<file path="src/rtl/register_bank.sv">
// -----------------------------------------------------------------------------
// register_bank
// Register file for the 8-bit CPU datapath. It sits between the ALU result and
// the ALU operand muxes. It provides one write port from alu_out and two
// combinational read ports with same-cycle write bypass. It also keeps
// zero/negative result flags and a sequenced whole-bank clear.
//
// Ports:
//   clk         rising-edge clock
//   reset_n     asynchronous active-low reset
//   save        write enable (alu_out -> reg[wr_addr])
//   wr_addr     write address
//   alu_out     write data
//   rd_addr_a   read port A address
//   rd_addr_b   read port B address
//   data_out_a  read port A data (combinational)
//   data_out_b  read port B data (combinational)
//   clear       request a sequenced clear of the whole bank
//   busy        clear sequence in progress
//   wr_stall    one-cycle pulse: a save was dropped because busy was high
//   zero_flag   last accepted write data was zero
//   neg_flag    MSB of last accepted write data
// -----------------------------------------------------------------------------
module register_bank #(
  parameter int DATA_WIDTH = 8,
  parameter int NUM_REGS   = 8,
  parameter int ZERO_REG   = 0,
  localparam int ADDR_WIDTH = $clog2(NUM_REGS)
) (
  input  logic                  clk,
  input  logic                  reset_n,
  input  logic                  save,
  input  logic [ADDR_WIDTH-1:0] wr_addr,
  input  logic [DATA_WIDTH-1:0] alu_out,
  input  logic [ADDR_WIDTH-1:0] rd_addr_a,
  input  logic [ADDR_WIDTH-1:0] rd_addr_b,
  output logic [DATA_WIDTH-1:0] data_out_a,
  output logic [DATA_WIDTH-1:0] data_out_b,
  input  logic                  clear,
  output logic                  busy,
  output logic                  wr_stall,
  output logic                  zero_flag,
  output logic                  neg_flag
);

  localparam logic [ADDR_WIDTH-1:0] LAST_IDX = ADDR_WIDTH'(NUM_REGS - 1);

  typedef enum logic [0:0] {
    ST_IDLE  = 1'b0,
    ST_CLEAR = 1'b1
  } state_t;

  state_t                  state_r;
  state_t                  next_state_s;
  logic [ADDR_WIDTH-1:0]   cnt_r;
  logic [DATA_WIDTH-1:0]   regs_r [NUM_REGS];
  logic                    busy_s;
  logic                    clr_en_s;
  logic                    last_s;
  logic                    wr_accept_s;
  logic                    wr_keep_s;
  logic                    wr_stall_r;
  logic                    zero_flag_r;
  logic                    neg_flag_r;
  logic [DATA_WIDTH-1:0]   data_a_s;
  logic [DATA_WIDTH-1:0]   data_b_s;

  // Read mux for one port. The hard-wired zero register wins over the bypass.
  // The bypass only applies while a write is actually being accepted.
  function automatic logic [DATA_WIDTH-1:0] read_port(
    input logic [ADDR_WIDTH-1:0] addr,
    input logic [DATA_WIDTH-1:0] stored,
    input logic                  bypass_en,
    input logic [ADDR_WIDTH-1:0] waddr,
    input logic [DATA_WIDTH-1:0] wdata
  );
    logic [DATA_WIDTH-1:0] result;
    if ((ZERO_REG != 0) && (addr == '0)) begin
      result = '0;
    end else if (bypass_en && (addr == waddr)) begin
      result = wdata;
    end else begin
      result = stored;
    end
    return result;
  endfunction

  // FSM state register
  always_ff @(posedge clk or negedge reset_n) begin
    if (!reset_n) begin
      state_r <= ST_IDLE;
    end else begin
      state_r <= next_state_s;
    end
  end

  // FSM next-state logic: clear pulses are only looked at while idle
  always_comb begin
    next_state_s = state_r;
    case (state_r)
      ST_IDLE: begin
        if (clear) begin
          next_state_s = ST_CLEAR;
        end else begin
          next_state_s = ST_IDLE;
        end
      end
      ST_CLEAR: begin
        if (cnt_r == LAST_IDX) begin
          next_state_s = ST_IDLE;
        end else begin
          next_state_s = ST_CLEAR;
        end
      end
      default: next_state_s = ST_IDLE;
    endcase
  end

  // FSM output decode
  always_comb begin
    busy_s   = 1'b0;
    clr_en_s = 1'b0;
    case (state_r)
      ST_IDLE: begin
        busy_s   = 1'b0;
        clr_en_s = 1'b0;
      end
      ST_CLEAR: begin
        busy_s   = 1'b1;
        clr_en_s = 1'b1;
      end
      default: begin
        busy_s   = 1'b0;
        clr_en_s = 1'b0;
      end
    endcase
  end

  assign last_s      = clr_en_s && (cnt_r == LAST_IDX);
  assign wr_accept_s = save && !busy_s;
  // Writes to a hard-wired zero register are accepted (flags move) but not stored
  assign wr_keep_s   = wr_accept_s && !((ZERO_REG != 0) && (wr_addr == '0));

  // Clear index: walks 0..NUM_REGS-1 and parks at 0 so the next sequence starts there
  always_ff @(posedge clk or negedge reset_n) begin
    if (!reset_n) begin
      cnt_r <= '0;
    end else if (clr_en_s) begin
      if (last_s) begin
        cnt_r <= '0;
      end else begin
        cnt_r <= cnt_r + ADDR_WIDTH'(1);
      end
    end else begin
      cnt_r <= cnt_r;
    end
  end

  // Register array: the clear sequence has priority, writes only land when idle
  always_ff @(posedge clk or negedge reset_n) begin
    if (!reset_n) begin
      for (int i = 0; i < NUM_REGS; i++) begin
        regs_r[i] <= '0;
      end
    end else if (clr_en_s) begin
      regs_r[cnt_r] <= '0;
    end else if (wr_keep_s) begin
      regs_r[wr_addr] <= alu_out;
    end
  end

  // Result flags and dropped-write pulse
  always_ff @(posedge clk or negedge reset_n) begin
    if (!reset_n) begin
      zero_flag_r <= 1'b1;
      neg_flag_r  <= 1'b0;
      wr_stall_r  <= 1'b0;
    end else begin
      wr_stall_r <= save && busy_s;
      if (last_s) begin
        zero_flag_r <= 1'b1;
        neg_flag_r  <= 1'b0;
      end else if (wr_accept_s) begin
        zero_flag_r <= (alu_out == '0);
        neg_flag_r  <= alu_out[DATA_WIDTH-1];
      end else begin
        zero_flag_r <= zero_flag_r;
        neg_flag_r  <= neg_flag_r;
      end
    end
  end

  // Combinational read ports with write bypass
  always_comb begin
    data_a_s = read_port(rd_addr_a, regs_r[rd_addr_a], wr_accept_s, wr_addr, alu_out);
    data_b_s = read_port(rd_addr_b, regs_r[rd_addr_b], wr_accept_s, wr_addr, alu_out);
  end

  assign data_out_a = data_a_s;
  assign data_out_b = data_b_s;
  assign busy       = busy_s;
  assign wr_stall   = wr_stall_r;
  assign zero_flag  = zero_flag_r;
  assign neg_flag   = neg_flag_r;

endmodule

</file>
<file path="config.mk">
export PLATFORM = sky130hd
export DESIGN_NAME = register_bank
export DESIGN_NICKNAME = d
export VERILOG_FILES = /design/src/rtl/register_bank.sv
export SDC_FILE = /design/constraint.sdc
export NUM_CORES = 1
export LEC_CHECK = 0
export CORE_MARGIN = 5
export CORE_UTILIZATION = 55
export DETAILED_ROUTE_END_ITERATION = 7
export GPL_ROUTABILITY_DRIVEN = 0
export GPL_TIMING_DRIVEN = 0
export HOLD_SLACK_MARGIN = 0.06
export PLACE_DENSITY = 0.79
export SETUP_SLACK_MARGIN = 0.3
export SLEW_MARGIN = 20
export SYNTH_ARGS = -nofsm -noshare
export SYNTH_HDL_FRONTEND = slang
export SYNTH_SLANG_ARGS = --single-unit
</file>
<file path="constraint.sdc">
create_clock -name clk -period 3.75 [get_ports clk]
set_clock_uncertainty 0.1 [all_clocks]
set_input_delay 0.375 -clock clk [delete_from_list [all_inputs] [get_ports clk]]
set_output_delay 0.375 -clock clk [all_outputs]
set_load 0.02 [all_outputs]
</file>
==> flow_metrics.env <==
export IMPL_antenna_cells=0
export IMPL_fin_util=0.659
export IMPL_clockRootBuffer="clkbuf_8"
export IMPL_worst_setup_path_type="register to primary output"
export IMPL_period_needed_ps=2960
export IMPL_grt_pass1_vias=3059
export IMPL_ios=41
export IMPL_powerDensity_nw_per_um2=660
export IMPL_fin_nets=350
export IMPL_min_period_over_period=0.789
export IMPL_synth_area_um2=4080
export IMPL_core_area_um2=7250
export IMPL_wl_met2_um=5520
export IMPL_cp_cell_sequence="clkbuf_1 -> nor2b_1 -> nand4_1 -> buf_4 -> mux2_2 -> clkdlybuf4s50_1"
export IMPL_grt_max_degree=54
export IMPL_drt_wirelength_per_cell_um=26.4
export IMPL_syn_inst=280
export IMPL_dr_wl_met3_um=779
export IMPL_p_leak_nw=2.23
export IMPL_synth_net_count=303
export IMPL_ctsResizeCount=0
export IMPL_cts_max_level=3
export IMPL_grt_pass1_wl_um=17500
export IMPL_dp_hpwl_um=7280
export IMPL_area_delta_synth_final_pct=17.0
export IMPL_route_vias_total=2991
export IMPL_dp_slack_ps=491
export IMPL_slowest_delay_ps=550
export IMPL_multi_input_area_um2=2140
export IMPL_cap_violations=0
export IMPL_vdd_drop_max_v=0.000384
export IMPL_crit_slowest_cell="clkdlybuf4s50_1"
export IMPL_timing_setup_tns_ps=0
export IMPL_fillCellCount=541
export IMPL_clk_pin_slew_ps=80
export IMPL_clock_path_buffers=2
export IMPL_yosys_warnings=0
export IMPL_overflow=0
export IMPL_end_kind="primary output"
export IMPL_gr_usage_all_layers=0.267
export IMPL_status="completed"
export IMPL_dr_pass1_iters=5
export IMPL_drt_wl_total_um=11400
export IMPL_ys_seq_area_frac=0.435
export IMPL_clk_latency_ps=360
export IMPL_finalMaxSlewViolations=0
export IMPL_final_hold_viol_count=0
export IMPL_ys_ff_latch=71
export IMPL_rows=31
export IMPL_worstMarginPinSlew_ps=971
export IMPL_top_layer="met4"
export IMPL_antenna_found_initial=0
export IMPL_slew_headroom=0.350
export IMPL_cts_tree="done"
export IMPL_setup_viol_count_final=0
export IMPL_yosys_most_used_dff="dfrtp_1"
export IMPL_startpoint_type="register"
export IMPL_arrival_ps=2480
export IMPL_synth_async_sr_flop_share=1.00
export IMPL_synth_edf_count=0
export IMPL_path_max_fanout=10
export IMPL_timing_fmax_mhz=338
export IMPL_rsz0062_at_grt="false"
export IMPL_die_w_um=96.2
export IMPL_yosysUniqueCellTypes=35
export IMPL_die_y_um=96.2
export IMPL_ant_nets=0
export IMPL_critPathRequiredTime_ps=3270
export IMPL_syn_mean_instance_area_um2=14.6
export IMPL_cts_sinks=71
export IMPL_drive_above_1_share=0.226
export IMPL_hold_path_class="primary input to register"
export IMPL_drtIter0Drc=227
export IMPL_die_area_um2=9250
export IMPL_drc_errors=0
export IMPL_seq_area_um2=1780
export IMPL_portBuffers=31
export IMPL_wl_met1_um=4770
export IMPL_vias_per_cell=6.94
export IMPL_finalWorstSetupSlack_ps=791
export IMPL_numCtsBuffers=9
export IMPL_initial_core_util=0.563
==> state kept, by name, indices dropped and copies added (netlist names) <==
| signal | flops |
|---|---|
| neg_flag | 1 |
| cnt_r | 3 |
| regs_r | 64 |
| wr_stall | 1 |
| state_r | 1 |
| zero_flag | 1 |
==> synth_stat cells, drive strengths merged, types with 2 or more instances <==
cell type / number / area [um^2]
nand2b: 4 / 25.0
o21ai: 3 / 15.0
a22o: 64 / 561
nor3: 2 / 15.0
nand2: 7 / 26.3
nand4: 2 / 12.5
inv: 4 / 15.0
clkbuf: 11 / 41.3
nor2b: 3 / 18.8
mux2: 32 / 383
nor4: 2 / 12.5
nor2: 6 / 22.5
o32a: 7 / 70.1
dfrtp: 70 / 1750
buf: 12 / 118
xnor2: 6 / 52.6
mux4: 32 / 818
ha: 2 / 25.0
==> repair_timing <==
item,CTS,global route
endpoints found under the hold margin,18,0
hold buffers,1,0
buffers inserted,0,3
setup endpoints to repair,0,12
==> cell usage in the layout (no fill, tap or decap), drive strengths merged <==
master,netlist,routed
a21o,1,1
a21oi,1,1
a22o,64,64
a311oi,1,1
and2,1,1
buf,12,17
bufinv,0,1
clkbuf,11,21
clkdlybuf4s50,0,30
clkinv,0,3
clkinvlp,0,2
dfrtp,70,70
dfstp,1,1
dlygate4sd3,0,1
ha,2,2
inv,4,4
mux2,32,32
mux2i,1,1
mux4,32,32
nand2,7,7
nand2b,4,4
nand3b,1,1
nand4,2,2
nor2,6,6
nor2b,3,3
nor3,2,2
nor4,2,2
o21ai,3,3
o22a,1,1
o22ai,1,1
o32a,7,7
or2,1,1
or3b,1,1
xnor2,6,6
==> logic make-up (layout without fill, tap and decap cells) <==
logic type	after synthesis	count (layout)	synth area share
simple gates	30	30	0.0395
compound gates	79	79	0.167
buf+inv	27	79	0.0426
fa+ha+maj	2	2	0.00613
mux	65	65	0.297
flops	71	71	0.435
xor+xnor	6	6	0.0129
==> power by group <==
group | switching [mW] | internal (mW) | total (mW) | leakage, nW
Combinational | 0.553 | 0.698 | 1.25 | 1.18
Sequential | 0.232 | 1.05 | 1.28 | 0.956
Clock | 0.302 | 0.321 | 0.624 | 0.0981
Total | 1.09 | 2.07 | 3.15 | 2.23
==> stage by stage <==
stage          instance area, um^2  hold slack (ps)  instances  power (mW)
2_1_floorplan                 4080            -20.6        280        2.07
3_3_place_gp                  4520              356        410        2.45
3_5_place_dp                  4550              181        411        2.52
4_1_cts                       4760              228        428        3.14
5_1_grt                       4780              256        431        3.31
6_report                      4780              226        431        3.15
==> area by class of cell <==
type | instances | share of cell area
inverter | 4 | 0.00314
multi-input combinational | 182 | 0.447
sequential | 71 | 0.372
tap | 99 | 0.0259
clock buffer | 10 | 0.0288
clock inverter | 6 | 0.0126
timing repair buffer | 36 | 0.0770
buffer | 23 | 0.0333
==> metal layers <==
metal / GRT usage / vias up
met1: 0.370 / 1546
li1: - / 1259
met4: 0.118 / 0
met2: 0.413 / 158
met3: 0.0438 / 28
met5: 0 / -
==> critical path, delay by kind of cell (launching register included) <==
kind          cells  cell delay [ps]
mux               1              390
buf+inv           3             1120
simple gates      2              200
flops             1              410
==> final timing paths <==
path,endpoint,cells after the start,slack (ps),startpoint
max reg2reg,regs_r[18]$_DFFE_PN0P_,4,1630,state_r$_DFF_PN0_
max in group asynchronous,zero_flag$_DFFE_PN1P_,3,2610,reset_n
min,wr_stall$_DFF_PN0_,2,230,save
min reg2reg,zero_flag$_DFFE_PN1P_,2,370,zero_flag$_DFFE_PN1P_
max,data_out_a[7],6,790,state_r$_DFF_PN0_
min in group asynchronous,regs_r[22]$_DFFE_PN0P_,2,340,reset_n
Power figures use the tool's default switching activity.
==> RTL change, RTL diff (config.mk and constraints unchanged) <==
Change the parameter `NUM_REGS` from 8 to 16.
--- a/src/rtl/register_bank.sv
+++ b/src/rtl/register_bank.sv
@@ -23,7 +23,7 @@
 // -----------------------------------------------------------------------------
 module register_bank #(
   parameter int DATA_WIDTH = 8,
-  parameter int NUM_REGS   = 8,
+  parameter int NUM_REGS   = 16,
   parameter int ZERO_REG   = 0,
   localparam int ADDR_WIDTH = $clog2(NUM_REGS)
 ) (
Interface: changed (resized rd_addr_a, rd_addr_b and wr_addr); port bits go from 41 to 44. The function was not compared with the original's and may differ.
==> RTL change against the unedited design <==
  * Clock power grew to 3.0 times the old value
  * Worst hold slack lost 0.099 ns
  * Synthesized cell count grew 96%
  * Combinational power grew 11%
  * Worst setup slack lost 0.44 ns
  * Final area grew 83%
  * Sequential cell count grew 65
  * Routed wire length grew 110%
  * Total power grew 68%
  * Largest power group unchanged
  * Critical path depth grew 2
  * Core utilization shrank 0.36 points
  * Fmax shrank 13%
  * Non-clock buffer count grew 17
  * Area after synthesis grew 85%
==> RTL change: results (changes against the unedited design) <==
[run_status]
status=finished, final reports clean

[cts]
clock_latency_ns=0.43  ; +0.07 ns
cts_root_buf=clkbuf_16
clk_pin_slew_ns=0.06  ; -0.02 ns
htree_num_levels=4  ; +1
numCtsBuffers=17  ; +8

[routing]
detail_route.first_pass.iterations=6  ; +1
drt_wl_total_um=24330  ; +110%
first_iter_violations=989  ; +340%
viasPerCell=7.577  ; +9.2%
vias=5918  ; +98%

[cells_and_area]
layout-drive-gt1-share=0.2579  ; +0.03195
largestRegisters=regs_r x128, cnt_r x4
nets=622  ; +78%

[critical_path]
rr_endpoint=regs_r[12]
r2r_setup_slack_ns=1.23  ; -0.40 ns
reg2reg_depth=5  ; +1
crit_path_start=rd_addr_b[3]
critPathMaxFanout=10  ; unchanged
critPathArrivalTime_ns=2.93  ; +0.45 ns
cp-endpoint=data_out_b[4]
cp_slowest_cell=clkdlybuf4s50_1

[yosys]
syn-num-nets=578  ; +91%
synth-seq-area-share=0.4497  ; +0.01432
synthTopCellsByCount=dfrtp_1 (135), a22o_1 (119), mux4_2 (64)
ys_types=39  ; +11%
synth.area.top_cells=dfrtp_1 (45%), mux4_2 (19%), a22o_1 (14%)

[place]
dp.final_hpwl_um=16230  ; +120%
io_buffers=23  ; -26%

[hold_path]
hold_path_class=input port to register

[grt]
first_global_vias=6064  ; +98%
grt_usage=0.3076  ; +0.04088
grt_pass1_wl_um=36800  ; +110%
grt_max_degree=104  ; +93%

[timing]
maxSlewHeadroom=0.3853  ; +0.03504

[power]
p_leak_nw=3.906  ; +75%
peakVddDrop_uv=378.3  ; -1.5%

-- RTL change: layout make-up --
cell class	count	area, µm²
clock inverters	11	192.7
multi-input cells	358	3919
repair buffers	25	272.8
plain buffers	51	255.2
flip-flops and latches	136	3405
well taps	176	220.2
inverters	3	11.26
clock buffers	21	470.5
fillers	955	4602
-- RTL change: stage by stage --
step / total power, mW / util / worst slack, ns / cell area, µm² / std cells
global route: 5.441 / 0.6552 / 0.2539 / 8746 / 781
floorplan: 2.826 / - / 1.389 / 7571 / 548
global placement: 3.260 / 0.6010 / -2.976 / 8021 / 747
finish: 5.289 / 0.6552 / 0.3485 / 8746 / 781
CTS: 5.233 / 0.6538 / 0.3131 / 8727 / 781
detailed placement: 3.329 / 0.6034 / 0.3346 / 8054 / 748
-- RTL change: worst min-delay path by stage --
stage	cells past startpoint	slack, ns	end	startpoint
2_1_floorplan	0	-0.02	cnt_r[0]	reset_n
3_3_place_gp	2	0.39	zero_flag	zero_flag
3_5_place_dp	1	0.16	regs_r[52]	reset_n
4_1_cts	2	0.11	regs_r[39]	wr_addr[3]
5_1_grt	2	0.13	regs_r[39]	wr_addr[3]
6_report	2	0.13	regs_r[39]	wr_addr[3]
-- RTL change: logic make-up (layout without fill, tap and decap cells) --
family,after synthesis,after routing,share of synthesized area
flops,136,136,0.4497
mux,136,136,0.2882
fa+ha+maj,6,6,0.009915
simple gates,58,58,0.04908
compound gates,149,149,0.1595
buf+inv,54,111,0.03322
xor+xnor,9,9,0.01041
-- RTL change: layer usage --
layer,wire [µm],vias up,share of wire,track usage
met2,11190,471,0.46,0.4611
met4,1331,0,0.055,0.1495
met5,0,-,0,0
li1,-,2293,-,-
met3,2981,102,0.12,0.1173
met1,8824,3052,0.36,0.3952
-- RTL change: repair_timing --
item                                    4_1_cts  5_1_grt
endpoints found under the hold margin        33        0
setup buffers                                 0        0
hold buffers                                  1        0
resized for setup                             0        7
endpoints found under the setup margin        0        7
-- RTL change: power by group --
part	switching (mW)	internal, mW
Clock	0.663	1.23
Combinational	0.761	0.626
Sequential	0.265	1.74
